===== src/rtl/memalu_pkg.sv =====
// Shared types for the MEMALU arbiter.
//   memalu_op_t        : operation code driven to the shared MEMALU
//   MEMALU_OFFSET_BIAS : bias subtracted by the MEMALU for OFFSET ops
//   arb_state_t        : arbiter FSM states
package memalu_pkg;

    typedef enum logic [1:0] {
        OpAdd    = 2'd0,
        OpIncr   = 2'd1,
        OpOffset = 2'd2
    } memalu_op_t;

    localparam int unsigned MEMALU_OFFSET_BIAS = 'h7F;

    typedef enum logic [0:0] {
        StIdle = 1'b0,
        StExec = 1'b1
    } arb_state_t;

endpackage


===== src/rtl/rr_arbiter.sv =====
// Combinational round-robin picker.
//   valid      : request strobes
//   last_grant : index of the most recently served requester
//   grant      : one-hot winner, searching from last_grant+1 upward with wrap;
//                all zero when nothing is valid
module rr_arbiter #(
    parameter int unsigned NREQ = 3,
    localparam int unsigned IdxW = (NREQ > 1) ? $clog2(NREQ) : 1
) (
    input  logic [NREQ-1:0] valid,
    input  logic [IdxW-1:0] last_grant,
    output logic [NREQ-1:0] grant
);

    logic            found;
    logic [IdxW-1:0] idx;

    always_comb begin
        grant = '0;
        found = 1'b0;
        idx   = '0;
        for (int unsigned off = 1; off <= NREQ; off++) begin
            idx = IdxW'((32'(last_grant) + off) % NREQ);
            if (!found && valid[idx]) begin
                grant[idx] = 1'b1;
                found      = 1'b1;
            end
        end
    end

endmodule


===== src/rtl/memalu_arbiter.sv =====
// Round-robin arbiter sharing one external MEMALU among NREQ requesters.
//   clk, rst             : clock and synchronous active-high reset
//   req_valid/req_ready  : per-requester handshake, ready is one-hot in IDLE
//   req_op/a/b/len       : per-requester operation, operands and beat count
//   alu_a/alu_b/alu_mode : operands and op driven to the MEMALU in EXEC
//   alu_control          : MEMALU bus-drive enable (high in EXEC)
//   alu_out              : MEMALU result, captured at each EXEC edge
//   resp_valid/resp_data : one-cycle one-hot pulse and registered beat result
//   busy                 : high whenever not IDLE
// Build option: define MEMALU_ARBITER_BURST_EN to enable multi-beat bursts
// (beats after the first chain INCR on the previous result).
module memalu_arbiter
    import memalu_pkg::*;
#(
    parameter int unsigned WIDTH = 16,
    parameter int unsigned NREQ  = 3
) (
    input  logic                       clk,
    input  logic                       rst,
    input  logic [NREQ-1:0]            req_valid,
    output logic [NREQ-1:0]            req_ready,
    input  memalu_op_t [NREQ-1:0]      req_op,
    input  logic [NREQ-1:0][WIDTH-1:0] req_a,
    input  logic [NREQ-1:0][WIDTH-1:0] req_b,
    input  logic [NREQ-1:0][3:0]       req_len,
    output logic [WIDTH-1:0]           alu_a,
    output logic [WIDTH-1:0]           alu_b,
    output memalu_op_t                 alu_mode,
    output logic                       alu_control,
    input  logic [WIDTH-1:0]           alu_out,
    output logic [NREQ-1:0]            resp_valid,
    output logic [WIDTH-1:0]           resp_data,
    output logic                       busy
);

    localparam int unsigned IdxW = (NREQ > 1) ? $clog2(NREQ) : 1;

    arb_state_t       state_q, state_d;
    logic [IdxW-1:0]  id_q, last_grant_q, grant_idx;
    memalu_op_t       op_q;
    logic [WIDTH-1:0] a_q, b_q;
    logic [NREQ-1:0]  grant, resp_valid_q;
    logic [WIDTH-1:0] resp_data_q;
    logic             accept, last_beat;

    rr_arbiter #(
        .NREQ(NREQ)
    ) u_rr (
        .valid      (req_valid),
        .last_grant (last_grant_q),
        .grant      (grant)
    );

    // grant only ever selects a valid requester, so ready alone means accept
    assign req_ready = (state_q == StIdle) ? grant : '0;
    assign accept    = |req_ready;
    assign busy      = (state_q != StIdle);

    always_comb begin
        grant_idx = '0;
        for (int unsigned i = 0; i < NREQ; i++) begin
            if (grant[i]) grant_idx = IdxW'(i);
        end
    end

`ifdef MEMALU_ARBITER_BURST_EN
    logic [3:0] beats_left_q;  // beats still to run after the current one

    assign last_beat = (beats_left_q == 4'd0);

    always_ff @(posedge clk) begin
        if (rst) begin
            beats_left_q <= 4'd0;
        end else if (accept) begin
            // a length of 0 behaves as a single beat
            beats_left_q <= (req_len[grant_idx] == 4'd0) ? 4'd0 : req_len[grant_idx] - 4'd1;
        end else if (state_q == StExec && !last_beat) begin
            beats_left_q <= beats_left_q - 4'd1;
        end
    end
`else
    logic unused_len;

    assign last_beat  = 1'b1;
    assign unused_len = ^req_len;
`endif

    always_comb begin
        state_d = state_q;
        case (state_q)
            StIdle:  if (accept) state_d = StExec;
            StExec:  if (last_beat) state_d = StIdle;
            default: state_d = StIdle;
        endcase
    end

    always_ff @(posedge clk) begin
        if (rst) begin
            state_q      <= StIdle;
            last_grant_q <= IdxW'(NREQ - 1);
            id_q         <= '0;
            op_q         <= OpAdd;
            a_q          <= '0;
            b_q          <= '0;
            resp_valid_q <= '0;
            resp_data_q  <= '0;
        end else begin
            state_q      <= state_d;
            resp_valid_q <= '0;
            if (accept) begin
                id_q <= grant_idx;
                op_q <= req_op[grant_idx];
                a_q  <= req_a[grant_idx];
                b_q  <= req_b[grant_idx];
            end
            if (state_q == StExec) begin
                resp_data_q  <= alu_out;
                resp_valid_q <= NREQ'(1) << id_q;
                if (last_beat) begin
                    last_grant_q <= id_q;
                end else begin
                    // next beat increments the result just produced
                    a_q  <= alu_out;
                    op_q <= OpIncr;
                end
            end
        end
    end

    assign resp_valid = resp_valid_q;
    assign resp_data  = resp_data_q;

    always_comb begin
        alu_control = 1'b0;
        alu_a       = '0;
        alu_b       = '0;
        alu_mode    = OpAdd;
        if (state_q == StExec) begin
            alu_control = 1'b1;
            alu_a       = a_q;
            alu_b       = b_q;
            alu_mode    = op_q;
        end
    end

endmodule


===== config.mk =====
export PLATFORM = sky130hd
export DESIGN_NAME = memalu_arbiter
export DESIGN_NICKNAME = d
export VERILOG_FILES = /design/src/rtl/memalu_pkg.sv /design/src/rtl/rr_arbiter.sv /design/src/rtl/memalu_arbiter.sv
export SDC_FILE = /design/constraint.sdc
export NUM_CORES = 1
export LEC_CHECK = 0
export CORE_ASPECT_RATIO = 0.75
export CORE_UTILIZATION = 42
export CTS_CLUSTER_SIZE = 30
export DETAILED_ROUTE_END_ITERATION = 10
export PLACE_DENSITY = 0.95
export SYNTH_ARGS = -nofsm -noshare
export SYNTH_HDL_FRONTEND = slang
export SYNTH_SLANG_ARGS = --single-unit
export TNS_END_PERCENT = 20

===== constraint.sdc =====
create_clock -name clk -period 6.81 [get_ports clk]
set_input_delay 0.681 -clock clk [delete_from_list [all_inputs] [get_ports clk]]
set_output_delay 0.681 -clock clk [all_outputs]
set_load 0.01 [all_outputs]

Yosys cells after proc, flatten, opt, wreduce, memory -nomap -nowiden
Index checks and enable logic that the tools add are counted.
W data, S select, Z words.

storage, ports and cells
  register bits = 58
  input port bits = 135
  output and inout port bits = 58
  logic and storage cells = 66

cells by class
  $add $sub $neg = 3
  div/mod/pow operators = 3
  magnitude comparators = 7
  shift-type cells = 1
  mux-type cells = 32
  bitwise gates (word level) = 3
  reduce and logical (&&, ||, !) cells = 9

operator list
  cell                     count
  $mod A32 B2 Y32 const B  3
  $bmux W16 S2             2
  $mux W16                 4
  $lt A2 B3 Y1 const B     4
  $mux W3                  4
  $mux W1                  11
  $add A2 B2 Y3 const B    2
  $bmux W1 S2              3
  $demux W1 S2             3
  $ge A2 B1 Y1 const B     3
  $mux W2                  3
  $or A3 B3 Y3             2
  $logic_and A1 B1 Y1      5
  $bmux W2 S2              1
  $add A2 B1 Y3 const B    1
  $reduce_or A3 Y1         1
  $shl A1 B2 Y3 const A    1
  $logic_not A1 Y1         2
  $pmux W1 S2              1
  $reduce_or A2 Y1         1
  $not A1 Y1               1

Logic depth before layout (Yosys ltp)
Gate-level depths: netlist (run 1).

  depth in word-level cells = 15
  mapped depth = 10
  depth with buffers taken out = 7

Cells and area by module
Synthesis (run 1) repeated with hierarchy kept, for this count alone.

second synthesis, totals
  cells, all modules = 346
  area total of the unflattened synthesis = 3224.3 µm²

modules (own cells, without submodules)
  module          instances  cells an instance  area an instance (µm²)
  memalu_arbiter  1          314                2996.6
  rr_arbiter      1          32                 227.7

Worst setup path after synthesis (run 1)
No wires, ideal clock.

  path type = register -> output
  start = register last_grant_q[0]
  end = output port req_ready[1]
  data arrival time = 1791 ps
  data required time = 6129 ps
  setup slack = 4338 ps
  cell stages (with the launch flop) = 10
  buffers on the path = 3
  cell sequence = dfxtp_1 inv_1 ha_1 buf_6 nor2b_1 o21ai_0 a21oi_1 buf_2 buf_6 nor2b_1

on the way
  word-level cells in the longest chain between the ends = 12

RTL lines
  element                                                                      line                                source
  start: declaration                                                           memalu_arbiter.sv:39                logic [IdxW-1:0] id_q, last_grant_q, grant_idx;
  start signal: assignment                                                     memalu_arbiter.sv:100               last_grant_q <= IdxW'(NREQ - 1);
  start signal: assignment                                                     memalu_arbiter.sv:120               last_grant_q <= id_q;
  $add A2 B1 Y3                                                                rr_arbiter.sv:23                    idx = IdxW'((32'(last_grant) + off) % NREQ);
  $mod A32 B2 Y32                                                              rr_arbiter.sv:23
  $lt A2 B3 Y1 (implied by the code), or another cell as far along             rr_arbiter.sv:25                    grant[idx] = 1'b1;
  $logic_and A1 B1 Y1 (implied by the code) / $mux W1 (equally long branches)  rr_arbiter.sv:25, rr_arbiter.sv:24
  $mux W1 (on tied branches)                                                   rr_arbiter.sv:25, rr_arbiter.sv:24
  $demux W1 S2 / $logic_not A1 Y1 (equally long branches)                      --
  $mux W3 / $logic_and A1 B1 Y1 (equally long branches)                        rr_arbiter.sv:24                    if (!found && valid[idx]) begin
  $or A3 B3 Y3 (no line) / $mux W1 (equally long branches)                     --
  $mux W3 / $logic_not A1 Y1 (equally long branches)                           rr_arbiter.sv:24
  $or A3 B3 Y3 (no line) / $logic_and A1 B1 Y1 (equally long branches)         --
  $mux W3 (*)                                                                  rr_arbiter.sv:24
  $mux W3 (*)                                                                  memalu_arbiter.sv:55                assign req_ready = (state_q == StIdle) ? grant : '0;
  end: declaration                                                             memalu_arbiter.sv:21                output logic [NREQ-1:0] req_ready,

Mark *: on every way between the ends. The rest lies on a longest branch, timed or not. The select of a mux whose other input is x is not followed.

Worst setup path in the final report (run 1)
  start = input port req_valid[1]
  end = output port req_ready[2]

on the way
  word-level cells in the longest chain between the ends = 10

RTL lines
  element                        line                  source
  start: declaration             memalu_arbiter.sv:20  input logic [NREQ-1:0] req_valid,
  $bmux W1 S2                    rr_arbiter.sv:24
  $mux W1 (implied by the code)  rr_arbiter.sv:24
  $mux W1                        rr_arbiter.sv:24
  $logic_not A1 Y1               rr_arbiter.sv:24
  $logic_and A1 B1 Y1            rr_arbiter.sv:24
  $mux W1                        rr_arbiter.sv:24
  $logic_not A1 Y1               rr_arbiter.sv:24
  $logic_and A1 B1 Y1            rr_arbiter.sv:24
  $mux W3 (*)                    rr_arbiter.sv:24
  $mux W3 (*)                    memalu_arbiter.sv:55

Marked as above.

==> summary.md, run 1 <==
| Metric | Value |
|---|---|
| Status | finished clean |
| Fmax achieved | approximately 290 MHz |
| Die area | approximately 8300 um2 |
| CP max stage cell | clkdlybuf4s50_1 |
| Drt wl/cell | roughly 16 um |
| Max-slew violation count | 0 |
| Seq cells post-synth | 58 |
| Setup TNS | 0 ns |
| DR iter-0 viols | approximately 140 |
| Most common cell after layout, fill and taps aside | clkdlybuf4s50_1 |
| Unrepaired setup endpoints after global routing | no |
| Mapped cell area | around 3300 um2 |
| Worst Tran Pin Value | approximately 1.2 ns |
| Core footprint | between 7000 and 8000 um2 |
| Pwr Density | about 290 nW/um2 |
| Rows | 27 |
| Sequential area share after synthesis | 34.7% |
| CTS Buf Count | 9 |
| Hold_ws | 0.492 ns |
| Rel. slew slack | 21.2% |
| CTS tree | yes |
| DRC Markers | 0 |
| Tcrit/Tclk final | around half |
| Clock Tree Buf Depth | 2 |
| Synth warn | 0 |
| Mapped Cells | 350 |
| First-pass GRT wire length | around 16 mm |
| Crit path capture type | primary output |
| Post-cts sizing count | 0 |
| Chip Width | around 110 um |
| Syn Nets | about 490 |
| Vias/cell | about 5.2 |
| Final setup viols | 0 |
| Critical Path Fanout Max | 7 |
| Clock sink count | between 50 and 60 |
| Mean Syn Cell Area | around 9.6 um2 |
| Hold buffers post-CTS | 0 |
| Post-Place Setup Slack | ~3.4 ns |
| Chip height | 79.3 um |
| Peak supply drop | approximately 0.13 mV |
| MaxCap Viol Count | 0 |
| Leading cell types in the layout, fill and taps excluded | clkdlybuf4s50_1 (180), dfxtp_1 (57), mux2i_1 (55) |
| Worst-path cell chain | clkdlybuf4s50_1, mux2i_1, o21ai_0, a21oi_1, nor2_1, clkdlybuf4s50_1 |
| Min-delay worst type | flip-flop to flip-flop |
| Initial antenna violation count | 0 |
| GPL Wtd Cong | slightly above 0.8 |
| Effective utilization at floorplan | about 44% |
| Clock-pin slew on the worst setup and hold paths | around 0.08 ns |
| Cell mode on critical path | clkdlybuf4s50_1 |
| Worst clock skew | ~0.0094 ns |
| Fraction of layout cells with a size suffix above 1 | 11.1% |
| Worst setup margin | 3.33 ns |
| Drt pass-1 iters | 4 |
| Fillers | around 530 |
| Detailed Route WL | 10.0 mm |
| Clock Latency Late Sink | 0.33 ns |
| Largest net degree at the start of global routing | 37 |
| CTS H-tree depth | 3 |
| Antenna Nets Post-Route | 0 |
| Netlist cell types | 40 |
| Port buffer count | 180 |
| ANT cells | 0 |
| Clock root cell | clkbuf_8 |
| Tot Pwr | 1.53 mW |
| Setup Buffers After CTS | 0 |
| Pleak | slightly below 2 nW |
| Required @ worst endpoint | just over 6 ns |
| Final hold viol count | 0 |
| Tmin final | 3.48 ns |
| Crit path kind | primary input to primary output |
| Vias in the first global route | approximately 3300 |
| Final Util | 71.3% |
| Global route total overflow | 0 |
| DP HPWL | 7.45 mm |
| IO Pins | around 190 |
| Crit path launch type | primary input |
| Internal reg-to-reg setup slack | 3.94 ns |
| Gr usage total | roughly a quarter |
| Routed vias | 3262 |
| Area delta synth->final | 60.4% |
| Crit path arrival time | around 2.8 ns |
| Nets | about 660 |
| Slowest cell delay on critical path | 0.59 ns |
where the power goes:
group	total [mW]	switching, mW	internal [mW]
Combinational	0.637	0.319	0.318
Sequential	0.494	0.0600	0.434
Clock	0.401	0.154	0.246
Total	1.53	0.534	0.998
sequential cells by signal (all words and copies together), names as in the netlist:
signal,cells
id_q,2
op_q,2
last_grant_q,2
resp_valid,3
resp_data,16
a_q,16
busy,1
b_q,16
cells in the mapped netlist, drive strengths merged:
cell         count  area share, %
o22ai            1           0.37
o221ai          35             14
or2              1           0.19
a211oi           1           0.22
and3b            1           0.26
dfxtp           58             35
nor2b            6            1.1
dlygate4sd3      1           0.30
nor2            21            2.4
and2            34            6.4
buf             17            4.6
nand2            4           0.45
a211o            1           0.26
nand3b           3           0.67
o211a            1           0.30
clkbuf          10            1.4
nor3             3           0.45
ha               4            1.5
o211ai           3           0.82
or3              2           0.41
mux2i           55             16
o31a             2           0.52
inv             40            4.5
o21ai            4           0.71
a21oi            3           0.45
nor3b            1           0.22
nand3           34            5.1
o2bb2ai          1           0.26
a31o             1           0.26
a21o             2           0.45
worst paths after layout:
kind,start,end,depth (start not counted)
setup / recovery,req_valid[1],req_ready[2],6
hold / removal,id_q[1],resp_valid[1],1
setup reg to reg,last_grant_q[0],a_q[9],7
hold reg to reg,id_q[1],resp_valid[1],1
stage by stage:
step	area, um2	cells
after detailed placement	5120	607
after CTS	5370	623
final	5370	623
after global placement	5120	607
after global routing	5370	623
after floorplan	3350	350
cell families (layout without fill, tap and decap cells):
logic type,Yosys count,after routing,share of synthesized area (%)
and+or+nand+nor,110,110,17.6
buffers and inverters,68,240,10.8
DFF,58,58,34.7
AOI/OAI and AO/OA,55,55,19.0
muxes,55,55,16.4
adders and majority gates,4,4,1.49
worst max-delay path: cells and delay by family:
family                 cells  cell delay (ns)
buffers and inverters      2             1.13
AO/OA/AOI/OAI              2             0.71
AND/OR/NAND/NOR            1             0.14
multiplexers               1             0.13
final cells by class:
| cell class | count | area (um2) | share of cell area [%] |
|---|---|---|---|
| tap | 101 | 126 | 2.35 |
| clock inverter | 7 | 125 | 2.33 |
| inverter | 40 | 150 | 2.80 |
| sequential | 58 | 1160 | 21.6 |
| timing repair buffer | 184 | 1830 | 34.1 |
| clock buffer | 9 | 124 | 2.31 |
| multi-input combinational | 224 | 1850 | 34.4 |
layer usage:
| metal | vias to the layer above | routed length, um | global-route usage (%) |
|---|---|---|---|
| met5 | - | 0 | 0 |
| met4 | 0 | 106 | 6.76 |
| met3 | 11 | 774 | 7.55 |
| met2 | 142 | 5180 | 47.2 |
| met1 | 1544 | 3960 | 27.4 |
| li1 | 1565 | - | - |
Note: power is estimated with default switching activity, not from simulation.
==> run 2, diff against run 1 <==
--- a/config.mk
+++ b/config.mk
@@ -6,10 +6,10 @@
 export NUM_CORES = 1
 export LEC_CHECK = 0
 export CORE_ASPECT_RATIO = 0.75
-export CORE_UTILIZATION = 42
+export CORE_UTILIZATION = 39
 export CTS_CLUSTER_SIZE = 30
 export DETAILED_ROUTE_END_ITERATION = 10
-export PLACE_DENSITY = 0.95
+export PLACE_DENSITY = 0.89
 export SYNTH_ARGS = -nofsm -noshare
 export SYNTH_HDL_FRONTEND = slang
 export SYNTH_SLANG_ARGS = --single-unit
==> constraint.sdc (replaced) <==
create_clock -name clk -period 3.3 [get_ports clk]
set_input_delay 0.33 -clock clk [delete_from_list [all_inputs] [get_ports clk]]
set_output_delay 0.33 -clock clk [all_outputs]
set_load 0.01 [all_outputs]
==> run 2 against run 1 <==
Clock skew fell by 0.0029 ns. Die area rose by 7.5%. Global-route usage fell by 3.5 points. Via count fell by 4.0%. Hold slack got worse by 0.0096 ns. Total power rose by 120%. Count of clock-buffer cells in the layout did not move. Sequential share of layout area fell by 0.53 points. Critical path depth rose by 1. Core utilization fell by 3.3 points. Flip-flop and latch count did not move. Worst setup slack got worse by 2.9 ns. Largest cell class is now buffers. Largest power group unchanged. Highest routed layer unchanged.
==> summary.md, run 2 (synthesis gave the netlist of run 1 again) <==
| Metric | Value |
|---|---|
| Status | finished clean |
| Post-DP Area | between 5000 and 6000 um2 |
| Crit path arrival time | approximately 2.6 ns |
| DR iter-0 viols | a little under 100 |
| Global route total overflow | 0 |
| Placed cell count | around 600 |
| Initial antenna violation count | 0 |
| Max-slew violation count | 0 |
| Clock root cell | clkbuf_16 |
| Detailed Route WL | about 9.9 mm |
| Largest net degree at the start of global routing | 46 |
| CTS Buf Count | 9 |
| Tmin final | between 2 and 3 ns |
| Vias in the first global route | between 3000 and 4000 |
| Final Non-Filler Cells | 629 |
| Worst-path cell chain | inv_1, ha_1, nor2b_1, o21ai_0, a21oi_4, nor2b_1, clkdlybuf4s50_1 |
| Min-delay worst type | flip-flop to flip-flop |
| Nets | ~660 |
| Drt wl/cell | about 16 um |
| Crit path capture type | primary output |
| Unrepaired setup endpoints after global routing | no |
| Cell mode on critical path | nor2b_1 |
| DP HPWL | 7.40 mm |
| CP max stage cell | clkdlybuf4s50_1 |
| Final setup viols | 0 |
| Clock sink count | 58 |
| ANT cells | 0 |
| Crit path launch type | flip-flop |
| Critical Path Fanout Max | 11 |
| Routed vias | around 3100 |
| Die area | between 8000 and 9000 um2 |
| Gr usage total | 21.5% |
| Pleak | 2.05 nW |
| First-pass GRT wire length | 14.6 mm |
| GPL Wtd Cong | 0.862 |
| Fraction of layout cells with a size suffix above 1 | between 10% and 20% |
| Hold buffers post-CTS | 0 |
| Area delta synth->final | 64.3% |
| Effective utilization at floorplan | around two fifths |
| Leading cell types in the layout, fill and taps excluded | clkdlybuf4s50_1 (180), dfxtp_1 (57), mux2i_1 (55) |
| Final instance area | roughly 5500 um2 |
| DRC Markers | 0 |
| Core footprint | just over 8000 um2 |
| MaxCap Viol Count | 0 |
| Slowest cell delay on critical path | around 0.63 ns |
| Clock Tree Buf Depth | 2 |
| Most common cell after layout, fill and taps aside | clkdlybuf4s50_1 |
| Setup TNS | 0 ns |
| Chip Width | ~110 um |
| Setup Buffers After CTS | 0 |
| Worst clock skew | 0.00644 ns |
| Worst Tran Pin Value | between 1 and 1.5 ns |
| Required @ worst endpoint | between 2 and 3 ns |
| Peak supply drop | about 0.31 mV |
| Vias/cell | roughly 5 |
| Fmax achieved | approximately 350 MHz |
| Port buffer count | 180 |
| Tcrit/Tclk final | between 80% and 90% |
| Crit path kind | flip-flop to primary output |
| Internal reg-to-reg setup slack | approximately 0.45 ns |
| Pwr Density | 623 nW/um2 |
| Drt pass-1 iters | 4 |
| Chip height | about 80 um |
| Rel. slew slack | between 20% and 30% |
| Antenna Nets Post-Route | 0 |
| Final hold viol count | 0 |
| Rows | 28 |
| Post-cts sizing count | 0 |
| CTS tree | yes |
| CTS H-tree depth | 3 |
| IO Pins | 193 |
| Clock-pin slew on the worst setup and hold paths | about 0.05 ns |
| Clock Latency Late Sink | between 0.3 and 0.4 ns |
[run 2: cell types whose count changed in the layout (fill, tap and decap cells not counted), sizes merged]
cell  delta
buf      +2
[run 2: layer usage]
metal | routed length [um] | global-route usage (%) | vias up
met2 | 4920 | 39.6 | 120
met4 | 142 | 6.08 | 0
met1 | 3950 | 23.5 | 1427
met3 | 869 | 7.61 | 15
li1 | - | - | 1569
met5 | 0 | 0 | -
[run 2: metrics by stage]
stage	util, %	worst slack [ns]	total power, mW	hold slack, ns
global route	68.0	0.246	3.63	0.511
CTS	68.0	0.390	3.47	0.477
detailed placement	63.7	0.257	2.37	0.476
global placement	63.7	0.427	2.32	0.473
finish	68.0	0.414	3.43	0.483
floorplan	-	1.11	1.90	0.444
[run 2: worst paths after layout]
check / from / endpoint / cells after the start
max reg2reg: last_grant_q[0] / a_q[12] / 7
min: id_q[1] / resp_valid[1] / 1
min reg2reg: id_q[1] / resp_valid[1] / 1
max: last_grant_q[0] / req_ready[1] / 7
[run 2: worst max-delay path: cells and delay by family (launching register included)]
kind | cells | cell delay, ns
buffers and inverters | 2 | 0.71
adder cells (fa/ha/maj) | 1 | 0.46
AO/OA/AOI/OAI | 2 | 0.38
flip-flops | 1 | 0.37
AND/OR/NAND/NOR | 2 | 0.31
[run 2: layout make-up]
cell class / instances / area (um2)
tap: 105 / 131
sequential: 58 / 1160
clock buffer: 9 / 225
fill: 630 / 2590
multi-input combinational: 224 / 1850
inverter: 40 / 150
timing repair buffer: 186 / 1860
clock inverter: 7 / 125
[run 2: report_power, final]
group / internal (mW) / leakage, nW / switching (mW)
sequential: 0.897 / 0.477 / 0.130
combinational: 0.670 / 1.40 / 0.642
clock: 0.743 / 0.170 / 0.346
